<file path="src/rtl/c5_pipe_ctrl_pkg.sv">
// Shared definitions for the c5 pipeline sequencing controller:
// FSM encodings, the hard-wired zero register index and default sizes.
package c5_pipe_ctrl_pkg;

  // Multi-cycle (mult/div) tracking states.
  typedef enum logic {
    PC_IDLE    = 1'b0,
    PC_MC_BUSY = 1'b1
  } pc_state_e;

  // Register 0 is hard-wired to zero and never creates a hazard.
  localparam logic [4:0] REG_ZERO = 5'd0;

  // Default parameter values.
  localparam int DEFAULT_TIMEOUT = 1024;
  localparam int DEFAULT_CNT_W   = 16;

endpackage

</file>
<file path="src/rtl/c5_stall_monitor.sv">
// Stall bookkeeping: saturating count of decode-stall cycles, run length of
// consecutive fetch stalls, and a sticky stuck-pipeline flag.
module c5_stall_monitor
  import c5_pipe_ctrl_pkg::*;
#(
  parameter int TIMEOUT = DEFAULT_TIMEOUT,
  parameter int CNT_W   = DEFAULT_CNT_W
) (
  input  logic             I_clk,
  input  logic             I_rst,
  input  logic             stall_d,
  input  logic             stall_f,
  output logic [CNT_W-1:0] stall_count,
  output logic             timeout
);

  localparam int RUN_W = $clog2(TIMEOUT + 1);
  localparam logic [RUN_W-1:0] RUN_MAX = RUN_W'(TIMEOUT);

  logic [RUN_W-1:0] run_q;
  logic [RUN_W-1:0] run_next;

  // Next run length: grows while fetch stalls (held at TIMEOUT), clears otherwise.
  always_comb begin
    // NOTE: every always_comb output gets a default first so no path can infer a latch.
    run_next = '0;
    if (stall_f) begin
      run_next = (run_q == RUN_MAX) ? run_q : run_q + RUN_W'(1);
    end
  end

  // Counters and sticky flag; reset is synchronous to match the rest of the core.
  always_ff @(posedge I_clk) begin
    // NOTE: sequential state uses non-blocking assignments so every register samples pre-edge values.
    if (I_rst) begin
      stall_count <= '0;
      run_q       <= '0;
      timeout     <= 1'b0;
    end else begin
      if (stall_d && (stall_count != '1)) begin
        stall_count <= stall_count + CNT_W'(1);
      end
      run_q <= run_next;
      if (run_next == RUN_MAX) begin
        timeout <= 1'b1;
      end
    end
  end

endmodule

</file>
<file path="src/rtl/c5_pipe_ctrl.sv">
// Pipeline sequencing controller: prioritised stall/flush/bubble generation,
// multi-cycle operation tracking and stall monitoring.
module c5_pipe_ctrl
  import c5_pipe_ctrl_pkg::*;
#(
  parameter int TIMEOUT = DEFAULT_TIMEOUT,
  parameter int CNT_W   = DEFAULT_CNT_W
) (
  input  logic             I_clk,
  input  logic             I_rst,
  input  logic [4:0]       I_d_rs,
  input  logic             I_d_rs_used,
  input  logic [4:0]       I_d_rt,
  input  logic             I_d_rt_used,
  input  logic             I_d_mc_use,
  input  logic [4:0]       I_e_rd,
  input  logic             I_e_is_load,
  input  logic             I_e_mc_start,
  input  logic             I_e_redirect,
  input  logic             I_mc_done,
  input  logic             I_m_busy,
  input  logic             I_imem_ready,
  output logic             O_stall_f,
  output logic             O_stall_d,
  output logic             O_flush_d,
  output logic             O_bubble_e,
  output logic             O_stall_e,
  output logic             O_stall_m,
  output logic             O_mc_busy,
  output logic             O_timeout,
  output logic [CNT_W-1:0] O_stall_count
);

  pc_state_e state_q;
  pc_state_e state_next;
  logic      load_use;
  logic      mc_hazard;
  logic      mc_accept;

  // Hazard detection; a done pulse releases the mc hazard in the same cycle.
  assign load_use  = I_e_is_load && (I_e_rd != REG_ZERO) &&
                     ((I_d_rs_used && (I_d_rs == I_e_rd)) ||
                      (I_d_rt_used && (I_d_rt == I_e_rd)));
  assign mc_hazard = (state_q == PC_MC_BUSY) && I_d_mc_use && !I_mc_done;
  assign mc_accept = I_e_mc_start && !O_stall_e;
  assign O_mc_busy = (state_q == PC_MC_BUSY);

  // Prioritised control outputs and FSM next state.
  always_comb begin
    O_stall_f  = 1'b0;
    O_stall_d  = 1'b0;
    O_flush_d  = 1'b0;
    O_bubble_e = 1'b0;
    O_stall_e  = 1'b0;
    O_stall_m  = 1'b0;
    state_next = state_q;

    if (I_rst) begin
      // Controls are quiet while reset is held.
    end else if (I_m_busy) begin
      // Whole pipe holds; a pending redirect stays in execute until the wait ends.
      O_stall_f = 1'b1;
      O_stall_d = 1'b1;
      O_stall_e = 1'b1;
      O_stall_m = 1'b1;
    end else if (I_e_redirect) begin
      O_flush_d  = 1'b1;
      O_bubble_e = 1'b1;
    end else begin
      if (load_use || mc_hazard) begin
        O_stall_f  = 1'b1;
        O_stall_d  = 1'b1;
        O_bubble_e = 1'b1;
      end
      if (!I_imem_ready) begin
        O_stall_f = 1'b1;
        O_flush_d = !O_stall_d;
      end
    end

    case (state_q)
      PC_IDLE:    if (mc_accept) state_next = PC_MC_BUSY;
      PC_MC_BUSY: if (I_mc_done) state_next = mc_accept ? PC_MC_BUSY : PC_IDLE;
      default:    state_next = PC_IDLE;
    endcase
  end

  // FSM state register.
  always_ff @(posedge I_clk) begin
    if (I_rst) state_q <= PC_IDLE;
    else       state_q <= state_next;
  end

  c5_stall_monitor #(
    .TIMEOUT (TIMEOUT),
    .CNT_W   (CNT_W)
  ) u_stall_monitor (
    .I_clk       (I_clk),
    .I_rst       (I_rst),
    .stall_d     (O_stall_d),
    .stall_f     (O_stall_f),
    .stall_count (O_stall_count),
    .timeout     (O_timeout)
  );

endmodule

</file>
<file path="config.mk">
export PLATFORM = sky130hd
export DESIGN_NAME = c5_pipe_ctrl
export DESIGN_NICKNAME = d
export VERILOG_FILES = /design/src/rtl/c5_pipe_ctrl_pkg.sv /design/src/rtl/c5_stall_monitor.sv /design/src/rtl/c5_pipe_ctrl.sv
export SDC_FILE = /design/constraint.sdc
export NUM_CORES = 1
export LEC_CHECK = 0
export CAP_MARGIN = 20
export CORE_MARGIN = 2
export CORE_UTILIZATION = 45
export DETAILED_ROUTE_END_ITERATION = 10
export GPL_ROUTABILITY_DRIVEN = 1
export GPL_TIMING_DRIVEN = 0
export PLACE_DENSITY = 0.84
export SLEW_MARGIN = 20
export SYNTH_ARGS = -nofsm -noshare
export SYNTH_HDL_FRONTEND = slang
export SYNTH_SLANG_ARGS = --single-unit
export TNS_END_PERCENT = 10
</file>
<file path="constraint.sdc">
create_clock -name I_clk -period 8.9 [get_ports I_clk]
set_clock_uncertainty 0.15 [all_clocks]
set_input_delay 2.225 -clock I_clk [delete_from_list [all_inputs] [get_ports I_clk]]
set_output_delay 2.225 -clock I_clk [all_outputs]
set_load 0.01 [all_outputs]
</file>
==> results_dict.tcl <==
set metrics [dict create \
    outcome "completed" \
    drive_gt1_share_pct 4.26 \
    ios 50 \
    final_area_um2 2210 \
    relSlewSlack_pct 67.5 \
    grt_max_degree 11 \
    crit_path_max_fanout 10 \
    post-cts-setup-buffer-count 0 \
    die_y_um 63.9 \
    ctsHoldBuffers 0 \
    die_x_um 63.9 \
    cp_data_required_time_ns 6.53 \
    detail_route.wl_per_cell_um 12.3 \
    max-vdd-ir-drop_uv 56.4 \
    cp-end-kind "primary output" \
    gr-total-overflow 0 \
    synthCells 201 \
    vias_per_cell 5.50 \
    clock_path_buffers 2 \
    area_growth_pct 36.9 \
    finalPower_uw 250 \
    timing.final.crit_share_pct 80.7 \
    p_per_area_nw_per_um2 113 \
    cts-resized-gates 0 \
    gp_congestion 0.831 \
    yosys_warnings 0 \
    ys_seq_area_share_pct 35.9 \
    num_vias 1673 \
    start_util_pct 47.7 \
    rsz0062_at_grt "false" \
    hold_violations 0 \
    startpoint_type "input port" \
    grt_use_total_pct 20.4 \
    grt_pass1_vias 1550 \
    fillCellCount 304 \
    worst_pin_slew_ns 0.487 \
    ys_ff_latch 29 \
    worstSkewPairLatency_ns 0.33 \
    root_buffer "clkbuf_4" \
    p_leak_nw 0.727 \
    synth.cell_area_um2 1620 \
    dp_hpwl_um 2860 \
    place_ws_ns 1.69 \
    dpl_cell_area_um2 2160 \
    core_area_um2 3390 \
    cts_tree "built" \
    layout.cells.non_filler 304 \
    diodes 0 \
    ant_nets 0 \
    numCtsBuffers 5 \
    grt_first_pass_wirelength_um 6610 \
    critPathKind "in -> out" \
    hold_class "reg -> reg" \
    finalMaxSlewViolations 0 \
    clock_sink_count 29 \
    place_inst 296 \
    yosysUniqueCellTypes 40 \
    fin_crit_ns 7.18 \
    dieArea_um2 4090 \
    grt_antenna_before_repair 0 \
    htreeDepth 2 \
    timing.final.ws_setup_ns 1.72 \
    setup_tns_ns 0 \
    drtIter0Drc 47 \
    first_pass_iters 4 \
    wirelength_um 3730 \
    syn_nets 230 \
    max-cap-violations 0 \
    num_rows 21 \
    arrival_ns 4.81 \
    finalSetupViolCount 0 \
    synth_area_per_cell_um2 8.04 \
    drc_errors 0 \
    nNetsFinal 286 \
    clock.fmax_mhz 139 \
    port_buffers 49 \
    path_clk_slew_ns 0.09 \
]
[registers in the layout (all words and copies together) (netlist names)]
signal                       flops
O_mc_busy                        1
u_stall_monitor.timeout          1
u_stall_monitor.stall_count     16
u_stall_monitor.run_q           11
[critical path: stages]
cell and delay, ns:
clkdlybuf4s50_1 0.47, or4_1 0.56, o21ai_1 0.21, o211ai_1 0.11
a21oi_1 0.27, clkbuf_1 0.40, inv_1 0.08, clkdlybuf4s50_1 0.49
[cell usage after synthesis]
| cell type | count | area [um^2] |
|---|---|---|
| mux2_2 | 1 | 11.3 |
| o31ai_1 | 7 | 52.6 |
| o21bai_1 | 1 | 7.51 |
| nand4b_1 | 1 | 8.76 |
| or4_1 | 7 | 52.6 |
| mux2i_1 | 1 | 10.0 |
| and4_1 | 1 | 8.76 |
| and3_1 | 4 | 25.0 |
| o221ai_1 | 1 | 8.76 |
| ha_1 | 3 | 37.5 |
| o21ai_2 | 1 | 8.76 |
| nand3_1 | 14 | 70.1 |
| nor2b_1 | 3 | 18.8 |
| o21a_1 | 1 | 7.51 |
| inv_1 | 8 | 30.0 |
| a211oi_1 | 1 | 7.51 |
| or3_1 | 10 | 62.6 |
| a31oi_1 | 1 | 6.26 |
| o21ai_0 | 3 | 15.0 |
| buf_2 | 1 | 5.00 |
| dfxtp_1 | 29 | 581 |
| clkbuf_1 | 5 | 18.8 |
| a21o_1 | 1 | 7.51 |
| buf_4 | 2 | 15.0 |
| nor2_1 | 23 | 86.3 |
| nand4_1 | 4 | 25.0 |
| a21oi_1 | 17 | 85.1 |
| a32oi_1 | 1 | 8.76 |
| and2_0 | 1 | 6.26 |
| o21ai_1 | 5 | 25.0 |
| xnor2_1 | 7 | 61.3 |
| nor4_2 | 1 | 12.5 |
| nand2_1 | 6 | 22.5 |
| nor3_1 | 7 | 35.0 |
| xor2_1 | 13 | 114 |
| o211ai_1 | 1 | 7.51 |
| nand3b_1 | 1 | 7.51 |
| nand2b_1 | 4 | 25.0 |
| nor4_1 | 2 | 12.5 |
| and2_1 | 1 | 6.26 |
[final timing paths]
path                                    from                               to  slack, ns  cells past startpoint
max reg2reg   u_stall_monitor.stall_count[6]   u_stall_monitor.stall_count[1]       6.45                      9
min reg2reg  u_stall_monitor.stall_count[10]  u_stall_monitor.stall_count[10]       0.35                      2
min          u_stall_monitor.stall_count[10]  u_stall_monitor.stall_count[10]       0.35                      2
max                                I_e_rd[1]                        O_stall_f       1.72                      8
[kinds of logic (layout without fill, tap and decap cells)]
logic type	Yosys count	count (layout)	synth area share (%)
buffers and inverters	16	73	4.26
AND/OR/NAND/NOR	90	90	30.0
AO/OA/AOI/OAI	41	41	15.3
flip-flops	29	29	35.9
adder cells (fa/ha/maj)	3	3	2.32
multiplexers	2	2	1.32
XOR/XNOR	20	20	10.8
[per-stage QoR]
step	hold WS [ns]	utilization, %
global route	0.379	65.3
floorplan	0.342	-
CTS	0.349	65.3
detailed placement	0.335	63.9
global placement	0.321	63.9
finish	0.350	65.3
[where the power goes]
group / total (mW) / internal [mW] / switching, mW
Combinational: 0.0405 / 0.0228 / 0.0177
Sequential: 0.134 / 0.131 / 0.00282
Clock: 0.0754 / 0.0314 / 0.0440
Total: 0.250 / 0.186 / 0.0645
[area by class of cell]
class | instances | area (um^2) | area share (%)
timing repair buffer | 49 | 490 | 22.2
multi-input combinational | 156 | 967 | 43.7
inverter | 8 | 30.0 | 1.36
buffer | 8 | 38.8 | 1.75
tap | 46 | 57.6 | 2.60
clock buffer | 8 | 48.8 | 2.20
sequential | 29 | 581 | 26.2
[layer usage]
metal  track usage (%)  routed length (um)  up-vias  share of wire (%)
met5                 0                   0        -                  0
met3              6.16                 293       11                7.9
met2              33.2                1700       64                 46
li1                  -                   -      837                  -
met4              9.24                  93        0                2.5
met1              24.7                1640      761                 44
[layout by cell type (no fill, tap or decap), types with 2 or more instances in the layout]
master,Yosys,final
a21oi_1,17,17
and3_1,4,4
buf_4,2,2
clkbuf_1,5,8
clkbuf_4,0,5
clkdlybuf4s50_1,0,49
dfxtp_1,29,29
ha_1,3,3
inv_1,8,8
nand2_1,6,6
nand2b_1,4,4
nand3_1,14,14
nand4_1,4,4
nor2_1,23,23
nor2b_1,3,3
nor3_1,7,7
nor4_1,2,2
o21ai_0,3,3
o21ai_1,5,5
o31ai_1,7,7
or3_1,10,10
or4_1,7,7
xnor2_1,7,7
xor2_1,13,13
Power figures use the tool's default switching activity.
